`src/rtl/dmem_arbiter_if.sv`:
```
// Two-port data memory request bus: requesters drive req/we/addr/wdata, arbiter returns gnt/done/rdata/busy.
// Interface bundle only; no timing or backpressure of its own.
interface dmem_arbiter_if #(
  parameter int DW = 16,
  parameter int AW = 4
);
  logic          req0;
  logic          we0;
  logic [AW-1:0] addr0;
  logic [DW-1:0] wdata0;
  logic          req1;
  logic          we1;
  logic [AW-1:0] addr1;
  logic [DW-1:0] wdata1;
  logic          gnt0;
  logic          gnt1;
  logic          done0;
  logic          done1;
  logic [DW-1:0] rdata;
  logic          busy;

  modport master (
    output req0, we0, addr0, wdata0,
    output req1, we1, addr1, wdata1,
    input  gnt0, gnt1, done0, done1, rdata, busy
  );

  modport slave (
    input  req0, we0, addr0, wdata0,
    input  req1, we1, addr1, wdata1,
    output gnt0, gnt1, done0, done1, rdata, busy
  );
endinterface

```
`src/rtl/dmem_arbiter.sv`:
```
// Two-port round-robin arbiter over a shared DEPTH x DW memory; gnt at N+1, done at N+2, one access per 3 cycles.
// Requesters hold their command until gnt; define DMEM_ARBITER_FIXED_PRI_EN for fixed priority (port 0 wins ties).
module dmem_arbiter #(
  parameter int DW    = 16,
  parameter int AW    = 4,
  parameter int DEPTH = 16
) (
  input  logic           clock,
  input  logic           reset,
  dmem_arbiter_if.slave  bus
);

  typedef enum logic [1:0] {
    IDLE   = 2'd0,
    ACCESS = 2'd1,
    RESP   = 2'd2
  } state_t;

  state_t        state;
  state_t        state_nxt;
  logic          capture;
  logic          winner;
  logic          cap_port;
  logic          cap_we;
  logic [AW-1:0] cap_addr;
  logic [DW-1:0] cap_wdata;
  logic [DW-1:0] rdata_q;
  logic          gnt0_c;
  logic          gnt1_c;
  logic          done0_c;
  logic          done1_c;

  logic [DW-1:0] mem [DEPTH];

`ifdef DMEM_ARBITER_FIXED_PRI_EN
  assign winner = ~bus.req0;
`else
  logic last_gnt;

  // On a tie the port that did not win last time goes next.
  assign winner = (bus.req0 && bus.req1) ? ~last_gnt : bus.req1;

  always_ff @(posedge clock) begin
    if (reset) begin
      last_gnt <= 1'b1;
    end else if (capture) begin
      last_gnt <= winner;
    end
  end
`endif

  always_ff @(posedge clock) begin
    if (reset) begin
      state <= IDLE;
    end else begin
      state <= state_nxt;
    end
  end

  always_comb begin
    state_nxt = state;
    capture   = 1'b0;
    gnt0_c    = 1'b0;
    gnt1_c    = 1'b0;
    done0_c   = 1'b0;
    done1_c   = 1'b0;
    case (state)
      IDLE: begin
        if (bus.req0 || bus.req1) begin
          capture   = 1'b1;
          state_nxt = ACCESS;
        end
      end
      ACCESS: begin
        gnt0_c    = ~cap_port;
        gnt1_c    = cap_port;
        state_nxt = RESP;
      end
      RESP: begin
        // A reset landing in the response cycle swallows the completion.
        done0_c   = ~cap_port & ~reset;
        done1_c   = cap_port & ~reset;
        state_nxt = IDLE;
      end
      default: state_nxt = IDLE;
    endcase
  end

  always_ff @(posedge clock) begin
    if (capture) begin
      cap_port  <= winner;
      cap_we    <= winner ? bus.we1    : bus.we0;
      cap_addr  <= winner ? bus.addr1  : bus.addr0;
      cap_wdata <= winner ? bus.wdata1 : bus.wdata0;
    end
  end

  always_ff @(posedge clock) begin
    if (!reset && state == ACCESS && cap_we) begin
      mem[cap_addr] <= cap_wdata;
    end
  end

  always_ff @(posedge clock) begin
    if (reset) begin
      rdata_q <= '0;
    end else if (state == ACCESS) begin
      rdata_q <= cap_we ? cap_wdata : mem[cap_addr];
    end
  end

  assign bus.gnt0  = gnt0_c;
  assign bus.gnt1  = gnt1_c;
  assign bus.done0 = done0_c;
  assign bus.done1 = done1_c;
  assign bus.rdata = rdata_q;
  assign bus.busy  = (state != IDLE);

endmodule

```
`src/flat_wrapper.sv`:
```
// flat-port wrapper written by rule: the top's interface ports become plain ports
module dmem_arbiter_flat 
#(
  parameter int DW    = 16,
  parameter int AW    = 4,
  parameter int DEPTH = 16
)
  (clock, reset, bus_req0, bus_we0, bus_addr0, bus_wdata0, bus_req1, bus_we1, bus_addr1, bus_wdata1, bus_gnt0, bus_gnt1, bus_done0, bus_done1, bus_rdata, bus_busy);
  dmem_arbiter_if #(.DW(DW), .AW(AW)) bus_i ();
  input  logic clock;
  input  logic reset;
  input wire logic [$bits(bus_i.req0)-1:0] bus_req0;
  input wire logic [$bits(bus_i.we0)-1:0] bus_we0;
  input wire logic [$bits(bus_i.addr0)-1:0] bus_addr0;
  input wire logic [$bits(bus_i.wdata0)-1:0] bus_wdata0;
  input wire logic [$bits(bus_i.req1)-1:0] bus_req1;
  input wire logic [$bits(bus_i.we1)-1:0] bus_we1;
  input wire logic [$bits(bus_i.addr1)-1:0] bus_addr1;
  input wire logic [$bits(bus_i.wdata1)-1:0] bus_wdata1;
  output wire logic [$bits(bus_i.gnt0)-1:0] bus_gnt0;
  output wire logic [$bits(bus_i.gnt1)-1:0] bus_gnt1;
  output wire logic [$bits(bus_i.done0)-1:0] bus_done0;
  output wire logic [$bits(bus_i.done1)-1:0] bus_done1;
  output wire logic [$bits(bus_i.rdata)-1:0] bus_rdata;
  output wire logic [$bits(bus_i.busy)-1:0] bus_busy;
  assign bus_i.req0 = bus_req0;
  assign bus_i.we0 = bus_we0;
  assign bus_i.addr0 = bus_addr0;
  assign bus_i.wdata0 = bus_wdata0;
  assign bus_i.req1 = bus_req1;
  assign bus_i.we1 = bus_we1;
  assign bus_i.addr1 = bus_addr1;
  assign bus_i.wdata1 = bus_wdata1;
  assign bus_gnt0 = bus_i.gnt0;
  assign bus_gnt1 = bus_i.gnt1;
  assign bus_done0 = bus_i.done0;
  assign bus_done1 = bus_i.done1;
  assign bus_rdata = bus_i.rdata;
  assign bus_busy = bus_i.busy;
  dmem_arbiter #(.DW(DW), .AW(AW), .DEPTH(DEPTH)) u_core (.clock(clock), .reset(reset), .bus(bus_i));
endmodule
```
`config.mk`:
```
export PLATFORM = sky130hd
export DESIGN_NAME = dmem_arbiter_flat
export DESIGN_NICKNAME = d
export VERILOG_FILES = /design/src/rtl/dmem_arbiter_if.sv /design/src/rtl/dmem_arbiter.sv /design/src/flat_wrapper.sv
export SDC_FILE = /design/constraint.sdc
export NUM_CORES = 1
export LEC_CHECK = 0
export CORE_MARGIN = 5
export CORE_UTILIZATION = 54
export DETAILED_ROUTE_END_ITERATION = 8
export MAX_ROUTING_LAYER = met4
export PLACE_DENSITY = 0.76
export RECOVER_POWER = 50
export SKIP_CTS_REPAIR_TIMING = 1
export SYNTH_ARGS = -nofsm -noshare
export SYNTH_HDL_FRONTEND = slang
export SYNTH_SLANG_ARGS = --single-unit
```
`constraint.sdc`:
```
create_clock -name clock -period 2.95 [get_ports clock]
set_clock_uncertainty 0.05 [all_clocks]
set_input_delay 0.4425 -clock clock [delete_from_list [all_inputs] [get_ports clock]]
set_output_delay 0.4425 -clock clock [all_outputs]
set_load 0.005 [all_outputs]
```
==> results of run 1 <==
==> kinds of logic (layout without fill, tap and decap cells) <==
family,Yosys count,in the layout,synth area share (%)
flops,297,297,73.4
simple gates,130,130,5.70
compound gates,90,90,5.37
buf+inv,46,179,2.45
mux,133,133,13.1
==> per-layer routing <==
| metal | GRT usage, % | share of wire [%] | vias up |
|---|---|---|---|
| met2 | 34.6 | 48 | 380 |
| met5 | - | 0 | - |
| met4 | 4.59 | 1.8 | 0 |
| met3 | 3.72 | 9.7 | 42 |
| li1 | - | - | 2974 |
| met1 | 30.5 | 41 | 3329 |
==> through the flow <==
step	hold slack, ps	instances	cell area, sq um	total power [mW]	setup WS, ps
finish	520	1109	14100	9.54	370
global route	524	1109	14100	9.85	264
CTS	509	1109	14100	9.60	408
detailed placement	509	1053	13100	5.83	235
global placement	503	1053	13100	5.80	292
floorplan	474	696	11900	5.45	93.8
==> power groups by stage <==
| stage | sequential (mW) | clock (mW) | combinational [mW] |
|---|---|---|---|
| 5_1_grt | 4.91 | 4.04 | 0.903 |
| 2_1_floorplan | 4.92 | 0 | 0.540 |
| 3_5_place_dp | 4.98 | 0 | 0.854 |
| 6_report | 4.90 | 3.80 | 0.847 |
| 3_3_place_gp | 4.97 | 0 | 0.828 |
| 4_1_cts | 4.89 | 3.85 | 0.862 |
==> worst max-delay path, stage by stage <==
cell	delay (ps)
dlygate4sd3_1	710
nor4b_1	360
clkdlybuf4s50_1	570
==> synthesized netlist by cell type <==
| cell type | instances | area, sq um |
|---|---|---|
| a21boi_1 | 1 | 7.51 |
| a21oi_1 | 17 | 85.1 |
| a221oi_2 | 7 | 105 |
| a2bb2oi_1 | 9 | 78.8 |
| a311oi_1 | 16 | 140 |
| a31oi_1 | 1 | 6.26 |
| and2_1 | 2 | 12.5 |
| buf_1 | 4 | 15.0 |
| buf_12 | 1 | 20.0 |
| buf_2 | 16 | 80.1 |
| buf_4 | 6 | 45.0 |
| buf_6 | 7 | 78.8 |
| clkbuf_1 | 9 | 33.8 |
| clkbuf_4 | 2 | 15.0 |
| dfxtp_1 | 19 | 380 |
| edfxtp_1 | 278 | 8350 |
| inv_1 | 1 | 3.75 |
| mux2_2 | 21 | 236 |
| mux2i_1 | 96 | 961 |
| mux4_2 | 16 | 360 |
| nand2_1 | 12 | 45.0 |
| nand2b_1 | 3 | 18.8 |
| nand3_1 | 11 | 55.1 |
| nand3b_1 | 21 | 158 |
| nor2_1 | 44 | 165 |
| nor2b_1 | 3 | 18.8 |
| nor3_1 | 23 | 115 |
| nor3b_1 | 1 | 7.51 |
| nor3b_2 | 1 | 12.5 |
| nor4_1 | 1 | 6.26 |
| nor4b_1 | 1 | 8.76 |
| nor4bb_1 | 1 | 10.0 |
| o21ai_0 | 16 | 80.1 |
| o21ai_1 | 7 | 35.0 |
| o22ai_1 | 16 | 100 |
| or2_2 | 1 | 6.26 |
| or3_1 | 2 | 12.5 |
| or3b_1 | 3 | 26.3 |
==> state kept, by name (all words and copies together), names as in the netlist <==
signal            flops
u_core.bus.rdata     16
u_core.cap_addr       4
u_core.cap_port       1
u_core.cap_wdata     16
u_core.cap_we         1
u_core.last_gnt       1
u_core.mem          256
u_core.state          2
==> area by class of cell <==
cell class | count | area [sq um]
sequential | 297 | 8730
fill | 1476 | 7690
multi-input combinational | 353 | 2930
timing repair buffer | 122 | 1050
clock buffer | 35 | 791
tap | 280 | 350
clock inverter | 21 | 218
inverter | 1 | 3.75
==> final timing paths <==
| kind | slack, ps | cells past startpoint | endpoint |
|---|---|---|---|
| setup reg to reg | 420 | 5 | u_core.bus.rdata[8] |
| hold reg to reg | 520 | 2 | u_core.last_gnt |
| hold / removal | 520 | 2 | u_core.last_gnt |
| setup / recovery | 370 | 3 | bus_done0 |
==> qor.csv, run 1 <==
stage;metric;value;unit
run_status;status;finished, final reports clean;
pwr;P_sw;2.14;mW
drt;vias post-DR;6725;
die;Die Span Y;158;microns
drt;final wirelength;26.2;mm
die;die area;25100;sq um
global_routing;pin count of the biggest net entering global routing;56;
pwr;Comb pwr share;8.9;%
synthesis;register area share after synthesis;73.4;%
sta;worst rel slew slack;11.6;%
sta;RSZ-0062 raised after global routing;false;
die;Core Area;21800;sq um
setup_path;CP startpoint;reset;
pwr;Leak;4.74;nW
setup_path;CP required;2460;ps
clocking;Clock Root Buffer;clkbuf_16;
die;number of primary I/O pins;67;
global_routing;global-route wire length before repair;39.8;mm
drt;initial DRC count;899;
finish;P&R area growth vs syn;18.3;%
sta;FMAX;388;MHz
pwr;Worst VDD drop;0.381;mV
clocking;Worst-Skew Late Latency;550;ps
sta;minimum clock period;2580;ps
drt;mean number of vias per cell;6.06;
pwr;Pint;7.40;mW
drt;drt pass-1 iters;5;
flow_run;maxcap violations;0;
sta;max-slew violations;0;
pwr;Net Sw Frac;22.4;%
finish;n_diodes;0;
global_routing;via count of the first global-routing pass;6752;
synthesis;Syn Area/Cell;17.1;sq um
setup_path;startpoint types;input pin;
pwr;Sequential Power Share;51.3;%
setup_path;Setup crit end kind;output port;
setup_path;Critical Path Fanout Max;11;
pwr;Clk pwr share;39.8;%
global_routing;GR Util All Layers;21.8;%
clocking;Num CTS Buffers;30;
min_path;worst hold path class;reg -> reg;
clocking;Clock transition at path regs;60;ps
drt;DR DRC count;0;
sta;TNS Setup;0;ps
setup_path;critical path data arrival time;2090;ps
finish;most frequent cells in the layout;278 x edfxtp_1, 96 x mux2i_1, 64 x clkdlybuf4s50_1;
clocking;TritonCTS Sinks;297;
die;Starting Density;54.7;%
setup_path;reg2reg start;u_core.cap_addr[3];
die;Die Wd;158;microns
placed_design;post-DP HPWL;17.4;mm
synthesis;Syn Inst Count;696;
synthesis;number of distinct library cells after synthesis;38;
finish;final layout net count;851;
pwr;pwr dens;678;nW/um^2
synthesis;Mapped Area;11900;sq um
global_routing;initial antenna violation count;0;
drt;Routed WL per cell;23.7;microns
sta;worst-margin pin slew;1330;ps
finish;layout cells sized above 1;17.4;%
setup_path;critical path class;in -> out;
die;num rows;54;
finish;post-layout util;64.7;%
min_path;hold path start;u_core.last_gnt;
clocking;CTS tree;done;
synthesis;FF+latch count, synth;297;
finish;most common cell after layout, fill and taps aside;edfxtp_1;
synthesis;Synth Net Count;742;
sta;crit share post-route;87.5;%
global_routing;GR Overflow Total;0;
sta;Hold Fails Final Rpt;0;
placed_design;routability cong.;0.839;
synthesis;Yosys warnings;0;
clocking;H-tree Lvls;1;
placed_design;port bufs;66;
sta;Setup Viol. Count Final;0;
drt;Final ANT Viol Nets;0;
clocking;clk buf depth;3;
Power figures use the tool's default switching activity.
==> run 2, diff against run 1 <==
--- a/config.mk
+++ b/config.mk
@@ -12,6 +12,7 @@
 export PLACE_DENSITY = 0.76
 export RECOVER_POWER = 50
 export SKIP_CTS_REPAIR_TIMING = 1
+export SLEW_MARGIN = 0
 export SYNTH_ARGS = -nofsm -noshare
 export SYNTH_HDL_FRONTEND = slang
 export SYNTH_SLANG_ARGS = --single-unit
==> results of run 2 <==
Same layout as run 1: the final DEF is identical, and so are final timing and power.
==> run 3, diff against run 2 <==
--- a/config.mk
+++ b/config.mk
@@ -16,3 +16,4 @@
 export SYNTH_ARGS = -nofsm -noshare
 export SYNTH_HDL_FRONTEND = slang
 export SYNTH_SLANG_ARGS = --single-unit
+export TNS_END_PERCENT = 5
==> results of run 3 <==
Same layout as run 1: the final DEF is identical, and so are final timing and power.
